[src/rtl/pls_acq_ctrl_if.sv]
// Host/counter/FIFO signal bundle for the acquisition sequencer.
// The slave modport is the sequencer's view; master is the driving environment.
interface pls_acq_ctrl_if;
    logic        cmd_start;
    logic        cmd_stop;
    logic [31:0] cfg_tau;
    logic [31:0] cfg_nbins;
    logic        cnt_reset;
    logic        cnt_write;
    logic [31:0] cnt_tau;
    logic        cnt_rdy;
    logic [63:0] cnt_data;
    logic        fifo_wr;
    logic [63:0] fifo_data;
    logic        fifo_full;
    logic        busy;
    logic        done;
    logic        overflow;
    logic [15:0] drop_count;
    logic [31:0] bin_count;

    modport slave (
        input  cmd_start, cmd_stop, cfg_tau, cfg_nbins, cnt_rdy, cnt_data, fifo_full,
        output cnt_reset, cnt_write, cnt_tau, fifo_wr, fifo_data, busy, done,
               overflow, drop_count, bin_count
    );

    modport master (
        output cmd_start, cmd_stop, cfg_tau, cfg_nbins, cnt_rdy, cnt_data, fifo_full,
        input  cnt_reset, cnt_write, cnt_tau, fifo_wr, fifo_data, busy, done,
               overflow, drop_count, bin_count
    );
endinterface

[src/rtl/pls_acq_ctrl.sv]
// Acquisition sequencer: clears/configures the photon bin counter, runs it for
// N bins or until stopped, and forwards bin words to the FIFO with drop accounting.
module pls_acq_ctrl #(
    parameter int CLR_CYCLES = 2,
    parameter int DISCARD    = 1,
    parameter int MIN_TAU    = 2
) (
    input  logic          CLK,
    input  logic          RESET_N,
    pls_acq_ctrl_if.slave bus
);
    localparam int CW = (CLR_CYCLES > 1) ? $clog2(CLR_CYCLES + 1) : 1;
    localparam int DW = (DISCARD > 0) ? $clog2(DISCARD + 1) : 1;
    localparam logic [CW-1:0] CLR_INIT = CW'(CLR_CYCLES - 1);
    localparam logic [DW-1:0] DISC_LIM = DW'(DISCARD);
    localparam logic [31:0]   TAU_MIN  = 32'(MIN_TAU);

    typedef enum logic [2:0] {S_IDLE, S_CLEAR, S_LOAD, S_RUN, S_FINISH} state_e;

    state_e        state_q;
    logic [CW-1:0] clr_q;
    logic [DW-1:0] disc_q;
    logic [31:0]   nbins_q, tau_q, bin_q;
    logic [15:0]   drop_q;
    logic [63:0]   fifo_data_q;
    logic          cnt_reset_q, cnt_write_q, fifo_wr_q, busy_q, done_q, ovf_q;

    logic [31:0] tau_d, bin_d;
    logic [15:0] drop_d;
    logic        discarding, push, last_bin;

    assign tau_d      = (bus.cfg_tau < TAU_MIN) ? TAU_MIN : bus.cfg_tau;
    assign bin_d      = bin_q + 32'd1;
    assign drop_d     = (drop_q == 16'hFFFF) ? drop_q : drop_q + 16'd1;
    assign discarding = (disc_q < DISC_LIM);
    assign push       = bus.cnt_rdy && !discarding && !bus.fifo_full;
    // nbins of zero means free-running, so bin_q is allowed to wrap
    assign last_bin   = push && (nbins_q != 32'd0) && (bin_d == nbins_q);

    always_ff @(posedge CLK or negedge RESET_N) begin
        if (!RESET_N) begin
            state_q     <= S_IDLE;
            clr_q       <= '0;
            disc_q      <= '0;
            nbins_q     <= '0;
            tau_q       <= '0;
            bin_q       <= '0;
            drop_q      <= '0;
            fifo_data_q <= '0;
            cnt_reset_q <= 1'b1;
            cnt_write_q <= 1'b0;
            fifo_wr_q   <= 1'b0;
            busy_q      <= 1'b0;
            done_q      <= 1'b0;
            ovf_q       <= 1'b0;
        end else begin
            done_q      <= 1'b0;
            fifo_wr_q   <= 1'b0;
            cnt_write_q <= 1'b0;
            case (state_q)
                S_IDLE: begin
                    cnt_reset_q <= 1'b1;
                    if (bus.cmd_start) begin
                        tau_q   <= tau_d;
                        nbins_q <= bus.cfg_nbins;
                        bin_q   <= '0;
                        drop_q  <= '0;
                        ovf_q   <= 1'b0;
                        disc_q  <= '0;
                        clr_q   <= CLR_INIT;
                        busy_q  <= 1'b1;
                        state_q <= S_CLEAR;
                    end
                end
                S_CLEAR: begin
                    if (bus.cmd_stop) begin
                        state_q <= S_FINISH;
                    end else if (clr_q == '0) begin
                        cnt_reset_q <= 1'b0;
                        cnt_write_q <= 1'b1;
                        state_q     <= S_LOAD;
                    end else begin
                        clr_q <= clr_q - 1'b1;
                    end
                end
                S_LOAD: begin
                    if (bus.cmd_stop) begin
                        cnt_reset_q <= 1'b1;
                        state_q     <= S_FINISH;
                    end else begin
                        state_q <= S_RUN;
                    end
                end
                S_RUN: begin
                    if (bus.cnt_rdy) begin
                        if (discarding) begin
                            disc_q <= disc_q + 1'b1;
                        end else if (!bus.fifo_full) begin
                            fifo_wr_q   <= 1'b1;
                            fifo_data_q <= bus.cnt_data;
                            bin_q       <= bin_d;
                        end else begin
                            ovf_q  <= 1'b1;
                            drop_q <= drop_d;
                        end
                    end
                    // a word coinciding with stop is still handled above
                    if (bus.cmd_stop || last_bin) begin
                        cnt_reset_q <= 1'b1;
                        state_q     <= S_FINISH;
                    end
                end
                S_FINISH: begin
                    cnt_reset_q <= 1'b1;
                    busy_q      <= 1'b0;
                    done_q      <= 1'b1;
                    state_q     <= S_IDLE;
                end
                default: state_q <= S_IDLE;
            endcase
        end
    end

    assign bus.cnt_reset  = cnt_reset_q;
    assign bus.cnt_write  = cnt_write_q;
    assign bus.cnt_tau    = tau_q;
    assign bus.fifo_wr    = fifo_wr_q;
    assign bus.fifo_data  = fifo_data_q;
    assign bus.busy       = busy_q;
    assign bus.done       = done_q;
    assign bus.overflow   = ovf_q;
    assign bus.drop_count = drop_q;
    assign bus.bin_count  = bin_q;
endmodule

[src/flat_wrapper.sv]
// flat-port wrapper written by rule: the top's interface ports become plain ports
module pls_acq_ctrl_flat 
#(
    parameter int CLR_CYCLES = 2,
    parameter int DISCARD    = 1,
    parameter int MIN_TAU    = 2
)
  (CLK, RESET_N, bus_cmd_start, bus_cmd_stop, bus_cfg_tau, bus_cfg_nbins, bus_cnt_rdy, bus_cnt_data, bus_fifo_full, bus_cnt_reset, bus_cnt_write, bus_cnt_tau, bus_fifo_wr, bus_fifo_data, bus_busy, bus_done, bus_overflow, bus_drop_count, bus_bin_count);
  pls_acq_ctrl_if bus_i ();
  input  logic CLK;
  input  logic RESET_N;
  input wire logic [$bits(bus_i.cmd_start)-1:0] bus_cmd_start;
  input wire logic [$bits(bus_i.cmd_stop)-1:0] bus_cmd_stop;
  input wire logic [$bits(bus_i.cfg_tau)-1:0] bus_cfg_tau;
  input wire logic [$bits(bus_i.cfg_nbins)-1:0] bus_cfg_nbins;
  input wire logic [$bits(bus_i.cnt_rdy)-1:0] bus_cnt_rdy;
  input wire logic [$bits(bus_i.cnt_data)-1:0] bus_cnt_data;
  input wire logic [$bits(bus_i.fifo_full)-1:0] bus_fifo_full;
  output wire logic [$bits(bus_i.cnt_reset)-1:0] bus_cnt_reset;
  output wire logic [$bits(bus_i.cnt_write)-1:0] bus_cnt_write;
  output wire logic [$bits(bus_i.cnt_tau)-1:0] bus_cnt_tau;
  output wire logic [$bits(bus_i.fifo_wr)-1:0] bus_fifo_wr;
  output wire logic [$bits(bus_i.fifo_data)-1:0] bus_fifo_data;
  output wire logic [$bits(bus_i.busy)-1:0] bus_busy;
  output wire logic [$bits(bus_i.done)-1:0] bus_done;
  output wire logic [$bits(bus_i.overflow)-1:0] bus_overflow;
  output wire logic [$bits(bus_i.drop_count)-1:0] bus_drop_count;
  output wire logic [$bits(bus_i.bin_count)-1:0] bus_bin_count;
  assign bus_i.cmd_start = bus_cmd_start;
  assign bus_i.cmd_stop = bus_cmd_stop;
  assign bus_i.cfg_tau = bus_cfg_tau;
  assign bus_i.cfg_nbins = bus_cfg_nbins;
  assign bus_i.cnt_rdy = bus_cnt_rdy;
  assign bus_i.cnt_data = bus_cnt_data;
  assign bus_i.fifo_full = bus_fifo_full;
  assign bus_cnt_reset = bus_i.cnt_reset;
  assign bus_cnt_write = bus_i.cnt_write;
  assign bus_cnt_tau = bus_i.cnt_tau;
  assign bus_fifo_wr = bus_i.fifo_wr;
  assign bus_fifo_data = bus_i.fifo_data;
  assign bus_busy = bus_i.busy;
  assign bus_done = bus_i.done;
  assign bus_overflow = bus_i.overflow;
  assign bus_drop_count = bus_i.drop_count;
  assign bus_bin_count = bus_i.bin_count;
  pls_acq_ctrl #(.CLR_CYCLES(CLR_CYCLES), .DISCARD(DISCARD), .MIN_TAU(MIN_TAU)) u_core (.CLK(CLK), .RESET_N(RESET_N), .bus(bus_i));
endmodule
[config.mk]
export PLATFORM = sky130hd
export DESIGN_NAME = pls_acq_ctrl_flat
export DESIGN_NICKNAME = d
export VERILOG_FILES = /design/src/rtl/pls_acq_ctrl_if.sv /design/src/rtl/pls_acq_ctrl.sv /design/src/flat_wrapper.sv
export SDC_FILE = /design/constraint.sdc
export NUM_CORES = 1
export LEC_CHECK = 0
export ABC_AREA = 1
export CORE_UTILIZATION = 45
export CTS_BUF_LIST = sky130_fd_sc_hd__clkbuf_16
export DETAILED_ROUTE_END_ITERATION = 8
export MAX_ROUTING_LAYER = met4
export PLACE_DENSITY = 0.8
export SETUP_SLACK_MARGIN = 0.5
export SLEW_MARGIN = 10
export SYNTH_ARGS = -nofsm -noshare
export SYNTH_HDL_FRONTEND = slang
export SYNTH_SLANG_ARGS = --single-unit
[constraint.sdc]
create_clock -name CLK -period 5.2 [get_ports CLK]
set_input_delay 0.52 -clock CLK [delete_from_list [all_inputs] [get_ports CLK]]
set_output_delay 0.52 -clock CLK [all_outputs]
set_load 0.005 [all_outputs]
# [After elaboration in Yosys (flattened, before gate mapping)]
# Index checks and enable logic that the tools add are counted.
[word_totals] reg_bits=188 out_inout_bits=150 elab_cells=111
[classes] addsub=4 order_cmp=2 eq_ne=19 muxes=45 bitwise_logic=2 reduce_logical=25
[ops] cell="two-way mux 32 bit" count=5
[ops] cell="two-way mux 16 bit" count=5
[ops] cell="case mux 32 bit (2 select lines)" count=1
[ops] cell="adder 32 x 1 -> 32 bit (second input constant)" count=1
[ops] cell="equality test 32 bit" count=1
[ops] cell="< comparator 32 x 2 -> 1 bit (second input constant)" count=1
[ops] cell="case mux 16 bit (2 select lines)" count=1
[ops] cell="nonzero test 32 bit" count=1
[ops] cell="two-way mux 1 bit" count=19
[ops] cell="!= test 2 bit (second input constant)" count=9
[ops] cell="adder 16 x 1 -> 16 bit (second input constant)" count=1
[ops] cell="equality test 16 bit (second input constant)" count=1
[ops] cell="two-way mux 3 bit" count=5
[ops] cell="AND reduction 5 bit" count=3
[ops] cell="case mux 3 bit (4 select lines)" count=1
[ops] cell="AND reduction 4 bit" count=3
[ops] cell="equality test 3 x 2 -> 1 bit (second input constant)" count=2
[ops] cell="two-way mux 2 bit" count=3
[ops] cell="!= test 2 x 1 -> 1 bit (second input constant)" count=3
[ops] cell="case mux 1 bit (2 select lines)" count=3
[ops] cell="AND reduction 6 bit" count=1
[ops] cell="nonzero test 2 bit" count=3
[ops] cell="logical AND 1 bit" count=4
[ops] cell="case mux 1 bit (4 select lines)" count=1
[ops] cell="other kinds (16)" count=19

# [Logic depth before layout (Yosys ltp)]
# Gate-level depths: netlist of run 1.
[depth] word_depth=9 depth_mapped=18

# [Worst setup path before layout of run 1]
# Ideal clock, no wire load.
[synth_timing] kind="register to register" start="register u_core.bin_q[0], in the netlist u_core.bus.bin_count[0]" end="register u_core.cnt_reset_q, in the netlist u_core.bus.cnt_reset" setup_time_ns=0.076 t_arrival_ns=1.980 required_time_ns=5.124 setup_slack_ns=3.145 stages_incl_launch_ff=19 period_less_slack_ns=2.055 path_cell_list="dfrtp_1 > ha_1 > nand2_2 > nor2_4 > nand2_4 > nor2_4 > nand2_1 > nand2_1 > nand2_1 > nand2_1 > nand2_1 > nor2_1 > nand2_1 > nor2_1 > nand3_2 > nand2_4 > nand2_2 > nand2_1 > nand2_1"
[synth_between] elab_chain_len=6
[synth_rtl] element="start, declared" line="pls_acq_ctrl.sv:23" source="logic [31:0] nbins_q, tau_q, bin_q;"
[synth_rtl] element="start signal, assigned" line="pls_acq_ctrl.sv:101" source="bin_q <= bin_d;"
[synth_rtl] element="adder 32 x 1 -> 32 bit" line="pls_acq_ctrl.sv:33" source="assign bin_d = bin_q + 32'd1;"
[synth_rtl] element="equality test 32 bit" line="pls_acq_ctrl.sv:38" source="assign last_bin = push && (nbins_q != 32'd0) && (bin_d == nbins_q);"
[synth_rtl] element="logical AND 1 bit" line="pls_acq_ctrl.sv:38"
[synth_rtl] element="logical OR 1 bit" line="pls_acq_ctrl.sv:108" source="if (bus.cmd_stop || last_bin) begin"
[synth_rtl] element="!= test 2 x 1 -> 1 bit (no source line)"
[synth_rtl] element="AND reduction 5 bit (no source line)"
[synth_rtl] element="end signal, assigned" line="pls_acq_ctrl.sv:50" source="cnt_reset_q <= 1'b1;"
[synth_rtl] element="end signal, assigned" line="pls_acq_ctrl.sv:109" source="cnt_reset_q <= 1'b1;"
[synth_rtl] element="end signal, assigned" line="pls_acq_ctrl.sv:114" source="cnt_reset_q <= 1'b1;"
[synth_rtl] element="end, declared" line="pls_acq_ctrl.sv:26" source="logic cnt_reset_q, cnt_write_q, fifo_wr_q, busy_q, done_q, ovf_q;"
# No other way between the ends.
# A chain may end at the register's enable or synchronous reset.

# [Worst setup path after layout of run 1]
[layout_timing] start="register u_core.state_q[1]" end="register u_core.tau_q[0], in the netlist u_core.bus.cnt_tau[0]"
[layout_between] elab_chain_len=2
[layout_rtl] element="start, declared" line="pls_acq_ctrl.sv:20" source="state_e state_q;"
[layout_rtl] element="start signal, assigned" line="pls_acq_ctrl.sv:42" source="state_q <= S_IDLE;"
[layout_rtl] element="start signal, assigned" line="pls_acq_ctrl.sv:72" source="state_q <= S_CLEAR;"
[layout_rtl] element="start signal, assigned" line="pls_acq_ctrl.sv:77" source="state_q <= S_FINISH;"
[layout_rtl] element="logical NOT 3 bit" line="pls_acq_ctrl.sv:60" source="case (state_q)"
[layout_rtl] element="AND reduction 2 bit (no source line)"
[layout_rtl] element="end signal, assigned" line="pls_acq_ctrl.sv:64" source="tau_q <= tau_d;"
[layout_rtl] element="end, declared" line="pls_acq_ctrl.sv:23"
# No other way between the ends.

==> results of run 1 <==
[flip-flops by register name (all words and copies together), names as in the netlist, 2 cells and up]
signal                 count
u_core.nbins_q            32
u_core.bus.cnt_tau        32
u_core.clr_q               2
u_core.bus.fifo_data      64
u_core.bus.bin_count      32
u_core.bus.drop_count     16
u_core.state_q             3
[stage by stage]
step / instances / utilization / worst slack (ns) / hold WS (ns) / cell area, um^2
floorplan: 1216 / - / 3.145 / 0.2244 / 9170
global placement: 1733 / 0.6217 / 2.178 / 0.4505 / 12260
detailed placement: 1733 / 0.6217 / 2.101 / 0.4601 / 12260
CTS: 1765 / 0.6525 / 2.420 / 0.1190 / 12860
global route: 1765 / 0.6525 / 2.076 / 0.1418 / 12860
finish: 1765 / 0.6525 / 2.402 / 0.07915 / 12860
[logic make-up after synthesis]
family          Yosys count  share of synthesized area
simple gates            794                     0.3610
flops                   188                     0.5132
buf+inv                 132                    0.05444
compound gates           89                    0.05458
xor+xnor                 10                    0.01269
fa+ha+maj                 3                   0.004094
[report_power, final]
part	leakage, nW	internal (mW)	switching, mW	total, mW
sequential	2.50	1.89	0.301	2.19
clock	0.298	0.729	0.621	1.35
combinational	3.26	0.928	0.961	1.89
total	6.06	3.54	1.88	5.43
[layer usage]
metal	share of wire	wire [um]	GRT usage
met4	0.028	779	0.1119
met5	0	0	-
met2	0.50	14070	0.4674
met1	0.41	11500	0.3402
met3	0.065	1825	0.05397
[placed cells by master (no fill, tap or decap), types with 3 or more instances in the layout]
cell / count
clkbuf_16: 17
nand4_1: 6
nor3_1: 6
o21ai_0: 42
nand2_1: 567
nand3b_1: 12
inv_2: 6
nand2_4: 5
nor2_4: 7
a21oi_1: 14
nand3_1: 63
dfrtp_1: 187
xor2_1: 6
nand2_2: 7
nor2_1: 98
inv_6: 3
clkdlybuf4s50_1: 282
ha_1: 3
buf_4: 4
inv_1: 91
nor2_2: 10
nand3_2: 4
inv_8: 4
nor4_1: 8
o22ai_1: 24
[final timing paths]
path                       slack [ns]                         to  cells past startpoint
max                              2.40      u_core.bus.cnt_tau[0]                      8
min                              0.08         u_core.nbins_q[10]                      1
max reg2reg                      2.40      u_core.bus.cnt_tau[0]                      8
min reg2reg                      0.47       u_core.bus.cnt_reset                      2
max in group asynchronous        4.09  u_core.bus.drop_count[14]                      2
min in group CLK                 0.47       u_core.bus.cnt_reset                      2
[cell type report]
cell class	instances	area [um^2]
clock buffers	17	425.4
fillers	1629	6853
flip-flops and latches	188	4706
multi-input cells	896	3975
repair buffers	288	2887
clock inverters	15	180.2
inverters	96	360.3
well taps	265	331.6
==> impl_metrics.csv, run 1 <==
group,metric,value,unit
yosys,syn_avg_cell_area,7.541,um^2
sta,tightestPinTransition,1.208,ns
routing,via_count,9004,
sta,fmax,357.4,MHz
yosys,netlist_area,9170,um^2
place,hpwl,20.74,mm
critical_path,slowest_delay,0.76,ns
yosys,synth_ff_type,"dfrtp_1",
yosys,synth_edf_count,0,
clocking,cts_resized,0,
clocking,numCtsBuffers,17,
routing,routed_wl,28.18,mm
power,ir_drop,0.2460,mV
status,outcome,"finished, final reports clean",
job,drv_cap,0,
sta,fin_skew,0.01099,ns
clocking,ctsHoldBuffers,0,
routing,first_pass_iters,5,
yosys,synth.most_common_cell,"nand2_1",
routing,drc,0,
clocking,htreeDepth,4,
global_route,overflow,0,
critical_path,endpoint_kind,"register",
die,core-area,19720,um^2
routing,routed_via_density,5.101,
final_layout,area_growth,40.29,%
sta,rsz0062_at_grt,"no",
clocking,cts_setup_buffers,0,
die,die_area,20950,um^2
sta,maxSlewViolCount,0,
sta,slew_headroom,0.1929,
global_route,grt_pass1_vias,8791,
final_layout,drive_gt1_frac,0.05200,
yosys,synth_commonest_cells,"569 x nand2_1, 187 x dfrtp_1, 98 x nor2_1",
sta,final.period_utilization,0.5381,
yosys,yosysWarnings,0,
sta,hold_viol_final,0,
critical_path,crit_family,"buffers and inverters",
routing,avgRoutedWirePerCell,15.97,um
yosys,syn_nets,1353,
global_route,antenna_found_initial,0,
yosys,yosysUniqueCellTypes,37,
place,io_buffers,283,
critical_path,path_max_fanout,49,
die,rows,51,
yosys,yosys.area.top_type,"dfrtp_1",
routing,drtIter0Drc,604,
global_route,grt_use_total,0.2823,
yosys,async_flop_share,1.000,
critical_path,r2r-start,"u_core.state_q[1]",
power,p_leak,6.060,nW
die,die_y,144.8,um
critical_path,startpoint_type,"register",
critical_path,required,5.56,ns
yosys,ys_ff_latch,188,
critical_path,slowest_stage,"inv_2",
yosys,ys_seq_area_frac,0.5132,
clocking,root_buffer,"clkbuf_16",
clocking,cts_tree,"built",
critical_path,crit_top_cell,"nand2_1",
final_layout,layout.nets,1624,
power,powerDensity,421.8,nW/um^2
clocking,cts_buffer_depth,2,
power,totalPowerFinal,5.427,mW
sta,fin_tns_setup,0,ns
yosys,netlist_instances,1216,
final_layout,num_antenna_cells,0,
clocking,cts.sinks,188,
clocking,clock_latency,0.44,ns
clocking,clkTransAtPathRegs,0.07,ns
critical_path,worst-path-buf-inv,3,
critical_path,cp.arrival,3.16,ns
sta,finalCriticalPeriod,2.798,ns
yosys,synth_top_cells_by_area,"dfrtp_1 51%, nand2_1 23%, nor2_1 4.0%",
critical_path,cp-startpoint,"u_core.state_q[1]",
critical_path,path_class,"reg -> reg",
global_route,grt_pass1_wl,43.82,mm
place,gp_congestion,0.9257,
die,boundaryPins,284,
global_route,grt_max_degree,117,
die,start_util,0.4651,
routing,postRouteAntennaNets,0,
yosys,yosysTopAreaCellShare,0.5103,
die,die_w,144.8,um
sta,setup_viol,0,
min_path,hp-class,"in -> async",
critical_path,path_cells,"inv_1 -> nand2_1 -> nor2_1 -> nand2_2 -> inv_2 -> buf_4 -> nand2_1 -> o21ai_0",
(Power assumes the default switching activity.)
==> run 2, diff against run 1 <==
Settings changed: CORE_UTILIZATION 45 to 43.
Clock period 5.2 ns to 2.3 ns, I/O delays scaled along.
==> run 2 against run 1 <==
Effect of this change: sequential power up 130%; via count up 4.8%; final cell count up 4.4%; total power up 140%; fmax up 25%; critical endpoint is now u_core.bus.cnt_reset; largest cell class unchanged; largest power group unchanged; highest routed layer unchanged.
==> impl_metrics.csv, run 2 (same netlist as run 1, synthesis figures left out) <==
group,metric,value,unit
routing,postRouteAntennaNets,0,
sta,slew_headroom,0.6392,
clocking,root_buffer,"clkbuf_16",
global_route,grt_use_total,0.2849,
clocking,clock_latency,0.44,ns
routing,via_count,9440,
final_layout,num_antenna_cells,0,
routing,first_pass_iters,5,
routing,dr.max_layer_used,"met4",
routing,wl_met3,2.313,mm
routing,drtIter0Drc,781,
critical_path,required,2.67,ns
sta,fin_tns_setup,0,ns
final_layout,area_growth,50.84,%
critical_path,endpoint_kind,"register",
routing,routed_via_density,5.122,
sta,fmax,447.2,MHz
power,power_switching,4.591,mW
critical_path,path_class,"reg -> reg",
min_path,hp-class,"in -> reg",
final_layout,fillers,1742,
status,outcome,"finished, final reports clean",
die,boundaryPins,284,
power,clkPwrFrac,0.231,
power,swShare,0.3584,
final_layout,final_common_cell,"nand2_1",
sta,hold_viol_final,0,
power,p_leak,6.497,nW
place,place_ws,-0.01350,ns
global_route,grt_pass1_vias,9115,
clocking,htreeDepth,4,
power,seqPwrFrac,0.386,
global_route,grt_max_degree,63,
die,start_util,0.4376,
die,rows,53,
routing,routed_wl,30.56,mm
global_route,overflow,0,
place,hpwl,21.71,mm
final_layout,layout.nets,1692,
critical_path,cp.arrival,2.60,ns
routing,met2_length,15.27,mm
clocking,cts.sinks,188,
sta,finalWorstSetupSlack,0.06370,ns
sta,rsz0062_at_grt,"yes",
final_layout,drive_gt1_frac,0.1282,
power,powerDensity,926.0,nW/um^2
die,die_w,148.0,um
clocking,numCtsBuffers,17,
final_layout,final_util,0.6601,
routing,avgRoutedWirePerCell,16.58,um
final_layout,mostFrequentLayoutCells,"558 x nand2_1, 282 x clkdlybuf4s50_1, 181 x dfrtp_1",
place,io_buffers,283,
global_route,antenna_found_initial,1,
power,ir_drop,0.5788,mV
power,p_int,8.218,mW
sta,setup_viol,0,
clocking,cts_buffer_depth,2,
die,die_y,148.0,um
die,die_area,21910,um^2
power,combPwrFrac,0.383,
sta,final.period_utilization,0.9723,
routing,met1_length,12.21,mm
sta,maxSlewViolCount,0,
job,drv_cap,0,
sta,finalCriticalPeriod,2.236,ns
global_route,grt_pass1_wl,47.16,mm
die,core-area,20960,um^2
clocking,clkTransAtPathRegs,0.08,ns
clocking,cts_tree,"built",
place,gp_congestion,0.9666,
sta,tightestPinTransition,0.5413,ns
sta,fin_skew,0.01346,ns
critical_path,startpoint_type,"register",
routing,drc,0,
critical_path,path_max_fanout,6,
final_layout,largest_register_ffs,64,
-- run 2: cell count changes in the layout (fill, tap and decap cells not counted), sizes merged --
| cell | before | now |
|---|---|---|
| buf | 5 | 70 |
| clkinv | 4 | 8 |
| clkbuf | 18 | 20 |
| bufinv | 2 | 0 |
| inv | 104 | 103 |
| clkinvlp | 1 | 0 |
| dlygate4sd3 | 0 | 1 |
-- run 2: power groups by stage --
stage | clock [mW] | sequential (mW) | combinational, mW
finish | 2.96 | 4.94 | 4.90
global route | 3.14 | 5.05 | 5.38
CTS | 3.00 | 4.92 | 4.63
detailed placement | 0 | 4.96 | 4.45
global placement | 0 | 4.94 | 4.36
floorplan | 0 | 4.88 | 2.05
-- run 2: path summary, 6_finish.rpt --
kind | end | from | slack [ns] | cells past startpoint
max | u_core.bus.cnt_reset | u_core.bus.bin_count[1] | 0.06 | 16
min | u_core.bus.fifo_data[28] | bus_cnt_data[28] | 0.32 | 3
max reg2reg | u_core.bus.cnt_reset | u_core.bus.bin_count[1] | 0.06 | 16
min reg2reg | u_core.bus.fifo_data[12] | u_core.bus.fifo_data[12] | 0.48 | 2
max in group asynchronous | u_core.bus.drop_count[4] | RESET_N | 1.18 | 3
min in group asynchronous | u_core.nbins_q[11] | RESET_N | 0.33 | 2
-- run 2: cell type report --
class,instances,area (um^2),area share
clock buffer,17,425.4,0.03076
clock inverter,15,170.2,0.01230
inverter,96,380.4,0.02750
multi-input combinational,896,4240,0.3066
sequential,188,4713,0.3408
tap,275,344.1,0.02488
timing repair buffer,356,3558,0.2573
-- run 2: metal layers --
| metal | vias up | global-route usage |
|---|---|---|
| li1 | 4503 | - |
| met1 | 4457 | 0.3509 |
| met2 | 422 | 0.4707 |
| met3 | 58 | 0.05401 |
| met4 | 0 | 0.09381 |
| met5 | - | - |
-- run 2: worst max-delay path: stages (launching register included) --
cell and delay (ns):
dfrtp_1 0.43, ha_4 0.17, nand2_4 0.06, nor2_4 0.18, nand2_4 0.12, nor2_4 0.17, nand3_1 0.13, nand3_1 0.13
nand2_1 0.05, nor2_1 0.14, nand2_1 0.08, nor2_2 0.13, nand3_2 0.11, nand2_4 0.10, nand2_2 0.06, nand2_1 0.06
nand2_1 0.05
-- run 2: per-stage QoR --
step	power, mW	hold slack (ns)	instances	area (um^2)
floorplan	6.935	-0.06559	1216	9220
global placement	9.299	0.2580	1770	12560
detailed placement	9.411	0.2578	1770	12560
CTS	12.55	0.2979	1825	13410
global route	13.57	0.3110	1843	13830
finish	12.81	0.3155	1843	13830
-- run 2: repair_timing --
item,CTS,global route
buffers inserted,22,17
pin swaps,10,24
gates resized for setup,27,70
gates cloned,0,1
setup endpoints to repair,101,108
hold buffers,1,0
endpoints found under the hold margin,57,0
==> run 3, diff against run 2 <==
Settings changed: CTS_CLUSTER_SIZE set to 30.
==> results of run 3 <==
Final layout, timing and power as in run 2 (identical DEF).
